$ cat config.mk
export PLATFORM = sky130hd
export DESIGN_NAME = sram_fifo_ctrl
export DESIGN_NICKNAME = d
export VERILOG_FILES = /design/src/rtl/sram_fifo_ctrl.sv
export SDC_FILE = /design/constraint.sdc
export NUM_CORES = 1
export LEC_CHECK = 0
export CAP_MARGIN = 15
export CORE_MARGIN = 2
export CORE_UTILIZATION = 50
export DETAILED_ROUTE_END_ITERATION = 10
export MAX_ROUTING_LAYER = met4
export PLACE_DENSITY = 0.87
export SETUP_SLACK_MARGIN = 0.1
export SLEW_MARGIN = 20
export SYNTH_ARGS = -nofsm -noshare
export SYNTH_HDL_FRONTEND = slang
export SYNTH_SLANG_ARGS = --single-unit
export TNS_END_PERCENT = 5
$ cat constraint.sdc
create_clock -name clk -period 4 [get_ports clk]
set_input_delay 0.6 -clock clk [delete_from_list [all_inputs] [get_ports clk]]
set_output_delay 0.6 -clock clk [all_outputs]
set_load 0.02 [all_outputs]
$ cat src/rtl/sram_fifo_ctrl.sv
// FIFO controller around a 256x32 1W/1R SRAM macro with a 3-entry prefetch output buffer.
// Optional registered almost_full/almost_empty flags are enabled by SRAM_FIFO_LEVEL_FLAGS_EN.
module sram_fifo_ctrl #(
  parameter int DATA_WIDTH = 32,
  parameter int ADDR_WIDTH = 8,
  parameter int RAM_DEPTH  = 1 << ADDR_WIDTH,
  parameter int AF_THRESH  = 240,
  parameter int AE_THRESH  = 4
) (
  input  logic                  clk,
  input  logic                  rst_n,
  input  logic                  in_valid,
  output logic                  in_ready,
  input  logic [DATA_WIDTH-1:0] in_data,
  output logic                  out_valid,
  input  logic                  out_ready,
  output logic [DATA_WIDTH-1:0] out_data,
  output logic                  sram_csb0,
  output logic [ADDR_WIDTH-1:0] sram_addr0,
  output logic [DATA_WIDTH-1:0] sram_din0,
  output logic                  sram_csb1,
  output logic [ADDR_WIDTH-1:0] sram_addr1,
  input  logic [DATA_WIDTH-1:0] sram_dout1,
  output logic [ADDR_WIDTH+1:0] level
`ifdef SRAM_FIFO_LEVEL_FLAGS_EN
  ,
  output logic                  almost_full,
  output logic                  almost_empty
`endif
);

  localparam int CNT_W = ADDR_WIDTH + 1;
  localparam int LVL_W = ADDR_WIDTH + 2;
  localparam logic [CNT_W-1:0] DEPTH_C = CNT_W'(RAM_DEPTH);
  localparam logic [CNT_W-1:0] CNT_ONE_C = CNT_W'(1);
  localparam logic [ADDR_WIDTH-1:0] PTR_ONE_C = ADDR_WIDTH'(1);

  logic [ADDR_WIDTH-1:0] wr_ptr_r;
  logic [ADDR_WIDTH-1:0] rd_ptr_r;
  logic [CNT_W-1:0]      sram_cnt_r;
  logic [CNT_W-1:0]      sram_cnt_next_s;
  logic                  inflight_r;
  logic [DATA_WIDTH-1:0] obuf_r [3];
  logic [DATA_WIDTH-1:0] obuf_next_s [3];
  logic [1:0]            obuf_cnt_r;
  logic [1:0]            obuf_cnt_next_s;
  logic [1:0]            cap_idx_s;
  logic                  in_ready_r;
  logic [LVL_W-1:0]      level_r;
  logic [LVL_W-1:0]      level_next_s;
  logic                  push_s;
  logic                  issue_s;
  logic                  pop_s;

  // Issue only on registered state, so a word written this cycle is never read this cycle.
  assign push_s  = in_valid & in_ready_r;
  assign issue_s = (sram_cnt_r != {CNT_W{1'b0}}) &
                   (({1'b0, obuf_cnt_r} + {2'b00, inflight_r}) < 3'd3);
  assign pop_s   = (obuf_cnt_r != 2'd0) & out_ready;

  assign sram_csb0  = ~push_s;
  assign sram_addr0 = wr_ptr_r;
  assign sram_din0  = in_data;
  assign sram_csb1  = ~issue_s;
  assign sram_addr1 = rd_ptr_r;

  assign in_ready  = in_ready_r;
  assign out_valid = (obuf_cnt_r != 2'd0);
  assign out_data  = obuf_r[0];
  assign level     = level_r;

  // Next-state for counts and the output buffer (shift on pop, then capture at the tail).
  always_comb begin
    if (push_s && !issue_s) begin
      sram_cnt_next_s = sram_cnt_r + CNT_ONE_C;
    end else if (!push_s && issue_s) begin
      sram_cnt_next_s = sram_cnt_r - CNT_ONE_C;
    end else begin
      sram_cnt_next_s = sram_cnt_r;
    end

    if (inflight_r && !pop_s) begin
      obuf_cnt_next_s = obuf_cnt_r + 2'd1;
    end else if (!inflight_r && pop_s) begin
      obuf_cnt_next_s = obuf_cnt_r - 2'd1;
    end else begin
      obuf_cnt_next_s = obuf_cnt_r;
    end

    cap_idx_s = obuf_cnt_r - {1'b0, pop_s};

    if (pop_s) begin
      obuf_next_s[0] = obuf_r[1];
      obuf_next_s[1] = obuf_r[2];
      obuf_next_s[2] = obuf_r[2];
    end else begin
      obuf_next_s[0] = obuf_r[0];
      obuf_next_s[1] = obuf_r[1];
      obuf_next_s[2] = obuf_r[2];
    end

    if (inflight_r) begin
      case (cap_idx_s)
        2'd0:    obuf_next_s[0] = sram_dout1;
        2'd1:    obuf_next_s[1] = sram_dout1;
        2'd2:    obuf_next_s[2] = sram_dout1;
        default: ;
      endcase
    end else begin
      cap_idx_s = cap_idx_s;
    end

    level_next_s = LVL_W'(sram_cnt_next_s) + LVL_W'(issue_s) + LVL_W'(obuf_cnt_next_s);
  end

  // Controller state; reset discards everything including an outstanding read.
  always_ff @(posedge clk or negedge rst_n) begin
    if (!rst_n) begin
      wr_ptr_r   <= {ADDR_WIDTH{1'b0}};
      rd_ptr_r   <= {ADDR_WIDTH{1'b0}};
      sram_cnt_r <= {CNT_W{1'b0}};
      inflight_r <= 1'b0;
      obuf_cnt_r <= 2'd0;
      in_ready_r <= 1'b0;
      level_r    <= {LVL_W{1'b0}};
      for (int i = 0; i < 3; i++) begin
        obuf_r[i] <= {DATA_WIDTH{1'b0}};
      end
    end else begin
      if (push_s) begin
        wr_ptr_r <= wr_ptr_r + PTR_ONE_C;
      end
      if (issue_s) begin
        rd_ptr_r <= rd_ptr_r + PTR_ONE_C;
      end
      sram_cnt_r <= sram_cnt_next_s;
      inflight_r <= issue_s;
      obuf_cnt_r <= obuf_cnt_next_s;
      in_ready_r <= (sram_cnt_next_s < DEPTH_C);
      level_r    <= level_next_s;
      for (int i = 0; i < 3; i++) begin
        obuf_r[i] <= obuf_next_s[i];
      end
    end
  end

`ifdef SRAM_FIFO_LEVEL_FLAGS_EN
  localparam logic [LVL_W-1:0] AF_C = LVL_W'(AF_THRESH);
  localparam logic [LVL_W-1:0] AE_C = LVL_W'(AE_THRESH);

  // Level flags track level_next so they change together with level.
  always_ff @(posedge clk or negedge rst_n) begin
    if (!rst_n) begin
      almost_full  <= 1'b0;
      almost_empty <= 1'b1;
    end else begin
      almost_full  <= (level_next_s >= AF_C);
      almost_empty <= (level_next_s <= AE_C);
    end
  end
`endif

endmodule

==> flow_metrics.env, run 1 <==
export IMPL_synth_area_top_cells="dfrtp_1 51%, mux2i_1 10%, buf_4 7.4%"
export IMPL_tns_ns=0
export IMPL_grt_ovfl_total=0
export IMPL_cellPowerDensity_mw_per_mm2=1000
export IMPL_met2_usage=0.332
export IMPL_max_stage_delay_ns=0.59
export IMPL_postSynthAreaPerCell_um2=11.2
export IMPL_cts_resized=0
export IMPL_maxSlewViolCount=0
export IMPL_ys_ff_latch=135
export IMPL_wl_per_cell_um=17.1
export IMPL_start_kind="register"
export IMPL_fin_crit_ns=3.57
export IMPL_dieArea_mm2=0.0141
export IMPL_finalHoldViolations=0
export IMPL_multi_input_area_mm2=0.00260
export IMPL_syn_inst=589
export IMPL_finalWirelength_um=13800
export IMPL_vdd_ir_drop_max_mv=0.730
export IMPL_grt_first_pass_wirelength_um=22300
export IMPL_crit_top_cell="ha_1"
export IMPL_synth_top_cell_by_area="dfrtp_1"
export IMPL_cts_root_buf="clkbuf_16"
export IMPL_grt_setup_unrepaired="false"
export IMPL_critPathMaxFanout=16
export IMPL_synth_fp_nets=669
export IMPL_route_detailed_drc=0
export IMPL_coreArea_mm2=0.0127
export IMPL_num_rows=41
export IMPL_grt_pass1_vias=4540
export IMPL_hp_class="in2async"
export IMPL_seq_area_frac_synth=0.513
export IMPL_cts_hold_buffers_added=0
export IMPL_use_met3=0.0502
export IMPL_mostFrequentLayoutCells="135 x dfrtp_1, 96 x clkdlybuf4s50_1, 82 x nand2_1"
export IMPL_initial_utilization=0.517
export IMPL_regArea_mm2=0.00338
export IMPL_synth_top_area_frac=0.513
export IMPL_cpMaxStageDelayCell="clkdlybuf4s50_1"
export IMPL_setup_viol=0
export IMPL_p_leak_nw=3.38
export IMPL_antennaDiodeCount=0
export IMPL_status="completed"
export IMPL_layout_commonest_cell="dfrtp_1"
export IMPL_dp_hpwl_um=9090
export IMPL_drtAntennaViolNets=0
export IMPL_fin_util=0.620
export IMPL_cts_tree="built"
export IMPL_yosys_warnings=0
export IMPL_syn_to_final_growth_pct=19.9
export IMPL_fmax_mhz=280
export IMPL_worst_pin_slew_ns=0.816
export IMPL_cts_buffer_depth=2
export IMPL_die_h_um=119
export IMPL_cts_sinks=135
export IMPL_antenna_found_initial=0
export IMPL_worstPathArrival_ns=2.97
export IMPL_firstDrtPassIters=5
export IMPL_cap_viol_max_count=0
export IMPL_synth_edf_count=0
export IMPL_critical_path_required_ns=3.40
export IMPL_port_buffers=97
export IMPL_clk_pin_slew_ns=0.06
export IMPL_grt_max_degree=77
export IMPL_async_reset_ff_frac=1.00
export IMPL_num_io_pins=162
export IMPL_drive_above_1_share=0.112
export IMPL_gp_congestion=0.813
export IMPL_syn_area_mm2=0.00658
export IMPL_synth_main_ff_cell="dfrtp_1"
export IMPL_n_fill_cell=1017
export IMPL_grtUsageTotal=0.207
export IMPL_timing_slew_headroom=0.455
export IMPL_hold_ws_ns=0.194
export IMPL_drt_iter0_drc=278
export IMPL_numCtsBuffers=17
export IMPL_grt_busiest_layer="met2"
export IMPL_power_mw=7.90
export IMPL_yosysUniqueCellTypes=43
export IMPL_post_route_period_util=0.892
export IMPL_crit_path_end_kind="output port"
export IMPL_cts_setup_buffers=0
export IMPL_fin_nets=704
export IMPL_die_w_um=119
export IMPL_cp_cell_sequence="ha_1 -> ha_1 -> a21oi_2 -> a21boi_4 -> inv_1 -> clkdlybuf4s50_1"
export IMPL_via_count=4380
export IMPL_grt_use_met1=0.245
export IMPL_clock_latency_ns=0.42
export IMPL_avgViaCountPerCell=5.42
export IMPL_h_tree_depth=4
export IMPL_crit_type="reg2out"
export IMPL_skew_ns=0.00961
-- cell type report --
type	instances	area share
tap	172	0.0273
sequential	135	0.428
timing repair buffer	106	0.133
inverter	12	0.00603
multi-input combinational	352	0.329
clock buffer	19	0.0562
clock inverter	12	0.0195
-- worst paths after layout --
| kind | to | cells past startpoint | slack [ns] | start |
|---|---|---|---|---|
| setup / recovery | sram_csb1 | 6 | 0.43 | inflight_r |
| hold / removal | obuf_r[48] | 1 | 0.19 | rst_n |
| setup reg to reg | level[9] | 13 | 0.51 | inflight_r |
| hold reg to reg | sram_addr0[7] | 1 | 0.48 | sram_addr0[7] |
| max in group asynchronous | obuf_r[34] | 2 | 2.91 | rst_n |
| min in group clk | sram_addr0[7] | 1 | 0.48 | sram_addr0[7] |
-- logic make-up after synthesis --
kind of cell / Yosys count / share of synthesized area
flops: 135 / 0.513
simple gates: 125 / 0.0918
buf+inv: 102 / 0.0960
mux: 102 / 0.162
compound gates: 79 / 0.0662
xor+xnor: 34 / 0.0464
fa+ha+maj: 12 / 0.0240
-- flip-flops by register name (all words and copies together), names as in the netlist --
register	flops
sram_cnt_r	9
in_ready	1
obuf_r	64
level	10
out_data	32
sram_addr0	8
sram_addr1	8
obuf_cnt_r	2
inflight_r	1
-- per-stage QoR --
step                std cells  cell area [µm²]  worst slack [ns]
detailed placement        777             7290             0.597
floorplan                 589             6580             0.746
finish                    808             7890             0.430
global route              808             7890             0.304
global placement          777             7290             0.708
CTS                       808             7890             0.431
-- routing by layer --
metal / vias up / part of all wire
li1: 2004 / -
met1: 2204 / 0.43
met2: 132 / 0.50
met3: 40 / 0.050
met4: 0 / 0.022
met5: - / 0
-- Yosys cell counts (all sizes together), types with 2 or more instances --
library cell,number
a21oi,6
a32oi,2
and3,5
and4,3
buf,71
clkbuf,19
dfrtp,135
ha,11
inv,12
mux2,34
mux2i,68
nand2,82
nand3,6
nand3b,2
nand4,8
nor2,7
nor2b,3
o21ai,66
xnor2,26
xor2,8
-- report_power, final --
| group | internal [mW] | switching (mW) | total (mW) |
|---|---|---|---|
| Sequential | 2.10 | 0.483 | 2.58 |
| Clock | 0.990 | 0.579 | 1.57 |
| Combinational | 1.72 | 2.03 | 3.75 |
-- worst max-delay path: cells and delay by family (launching register included) --
kind	cells	cell delay, ns
AOI/OAI and AO/OA	2	0.83
adders and majority gates	2	0.50
buffers and inverters	2	0.78
DFF	1	0.43
No activity file was read; power rests on OpenSTA's default activity.
==> run 2, diff against run 1 <==
Settings changed: PLACE_DENSITY 0.87 to 0.92.
==> run 2 against run 1 <==
  * Critical path depth unchanged
  * Sequential share of layout area is 0.23 points higher
  * Clock power shrank 5%
  * First-iteration DRC count is 8.6% higher
  * Global-route usage rose by 0.57 points
  * Combinational power about the same
  * Via count shrank 1.5%
  * Core utilization fell by 0.33 points
  * Fmax increased by 8.3%
  * Final area fell by 0.54%
  * Highest routed layer unchanged
==> flow_metrics.env, run 2 (synthesis results as in run 1) <==
export IMPL_num_rows=41
export IMPL_via_count=4314
export IMPL_p_sw_mw=3.08
export IMPL_dp_hpwl_um=9000
export IMPL_cts_buffer_depth=2
export IMPL_fin_crit_ns=3.30
export IMPL_cts_tree="built"
export IMPL_initial_utilization=0.517
export IMPL_gp_congestion=0.852
export IMPL_place_ws_ns=0.768
export IMPL_port_buffers=97
export IMPL_finalWirelength_um=13700
export IMPL_critPathMaxFanout=7
export IMPL_drt_iter0_drc=302
export IMPL_worst_pin_slew_ns=0.955
export IMPL_pwr_share_seq=0.329
export IMPL_clk_pin_slew_ns=0.05
export IMPL_fin_area_mm2=0.00785
export IMPL_crit_path_end_kind="output port"
export IMPL_place_area_mm2=0.00728
export IMPL_worstPathArrival_ns=2.70
export IMPL_p_leak_nw=3.36
export IMPL_tns_ns=0
export IMPL_cellPowerDensity_mw_per_mm2=1000
export IMPL_crit_top_cell="ha_1"
export IMPL_grt_ovfl_total=0
export IMPL_finalHoldViolations=0
export IMPL_route_detailed_drc=0
export IMPL_dieArea_mm2=0.0141
export IMPL_status="completed"
export IMPL_h_tree_depth=4
export IMPL_antenna_found_initial=0
export IMPL_post_route_period_util=0.824
export IMPL_drive_above_1_share=0.107
export IMPL_regMostFlops="obuf_r"
export IMPL_reg2regPathDepth=13
export IMPL_cts_root_buf="clkbuf_16"
export IMPL_grt_pass1_vias=4544
export IMPL_avgViaCountPerCell=5.35
export IMPL_drtAntennaViolNets=0
export IMPL_cts_sinks=135
export IMPL_maxSlewViolCount=0
export IMPL_combPwrFrac=0.481
export IMPL_wl_per_cell_um=16.9
export IMPL_layout_commonest_cell="dfrtp_1"
export IMPL_fmax_mhz=303
export IMPL_mostFrequentLayoutCells="135 x dfrtp_1, 96 x clkdlybuf4s50_1, 82 x nand2_1"
export IMPL_cts_hold_buffers_added=0
export IMPL_start_kind="register"
export IMPL_num_io_pins=162
export IMPL_power_mw=7.84
export IMPL_die_w_um=119
export IMPL_cpMaxStageDelayCell="clkdlybuf4s50_1"
export IMPL_grt_setup_unrepaired="false"
export IMPL_clock_latency_ns=0.42
export IMPL_hp_class="in2async"
export IMPL_grt_first_pass_wirelength_um=22900
export IMPL_grtUsageTotal=0.213
export IMPL_largest_reg_flops=64
export IMPL_crit_type="reg2out"
export IMPL_grt_max_degree=78
export IMPL_fin_nets=703
export IMPL_cts_resized=0
export IMPL_cp_cell_sequence="ha_1 -> ha_1 -> a21oi_2 -> a21boi_4 -> inv_1 -> clkdlybuf4s50_1"
export IMPL_max_stage_delay_ns=0.57
export IMPL_critical_path_required_ns=3.40
export IMPL_antennaDiodeCount=0
export IMPL_skew_ns=0.00913
export IMPL_timing_slew_headroom=0.363
export IMPL_die_h_um=119
export IMPL_intPower_mw=4.77
export IMPL_numCtsBuffers=17
export IMPL_cap_viol_max_count=0
export IMPL_pwr_share_clk=0.190
export IMPL_sw_frac_of_total=0.392
export IMPL_cts_setup_buffers=0
export IMPL_syn_to_final_growth_pct=19.2
export IMPL_hold_ws_ns=0.328
export IMPL_coreArea_mm2=0.0127
export IMPL_setup_viol=0
export IMPL_setup_slack_ns=0.703
export IMPL_vdd_ir_drop_max_mv=0.591
export IMPL_firstDrtPassIters=4
-- run 2: cell count changes in the layout (fill, tap and decap cells not counted), sizes merged --
cell and change:
buf -1, bufinv -1, clkbuf +3, clkinvlp -2
-- run 2: worst paths after layout --
check,to,slack [ns],startpoint
setup / recovery,sram_csb1,0.70,inflight_r
min in group clk,sram_addr1[7],0.48,sram_addr1[7]
setup reg to reg,level[9],0.77,inflight_r
hold / removal,obuf_r[48],0.33,rst_n
max in group asynchronous,sram_cnt_r[4],2.63,rst_n
hold reg to reg,sram_addr1[7],0.48,sram_addr1[7]
-- run 2: per-layer routing --
metal  GRT usage  part of all wire  up-vias  routed length [µm]
met1       0.247              0.41     2146                5630
met5           -                 0        -                   0
met4      0.0655             0.019        0                 265
met3      0.0632             0.056       37                 767
li1            -                 -     2005                   -
met2       0.356              0.51      126                6990
-- run 2: worst max-delay path: cells and delay by family, from the launching register on --
kind,cells,cell delay (ns)
buffers and inverters,2,0.71
AO/OA/AOI/OAI,2,0.63
adder cells (fa/ha/maj),2,0.51
flip-flops,1,0.43
-- run 2: area by class of cell --
class	instances	area, µm²
Clock buffer	22	464
Timing Repair Buffer	105	1040
Multi-Input combinational cell	352	2600
Fill cell	1021	4880
Sequential cell	135	3380
Clock inverter	9	101
Inverter	12	47.5
Tap cell	172	215
-- run 2: through the flow --
stage | util | instances
2_1_floorplan | - | 589
3_3_place_gp | 0.572 | 776
3_5_place_dp | 0.572 | 776
4_1_cts | 0.617 | 807
5_1_grt | 0.617 | 807
6_report | 0.617 | 807
-- run 2: power by group through the flow --
stage	Combinational, mW	Sequential (mW)	Clock, mW
CTS	3.82	2.58	1.51
floorplan	2.65	2.59	0
global route	4.15	2.66	1.58
global placement	3.62	2.52	0
finish	3.77	2.58	1.49
detailed placement	3.79	2.58	0
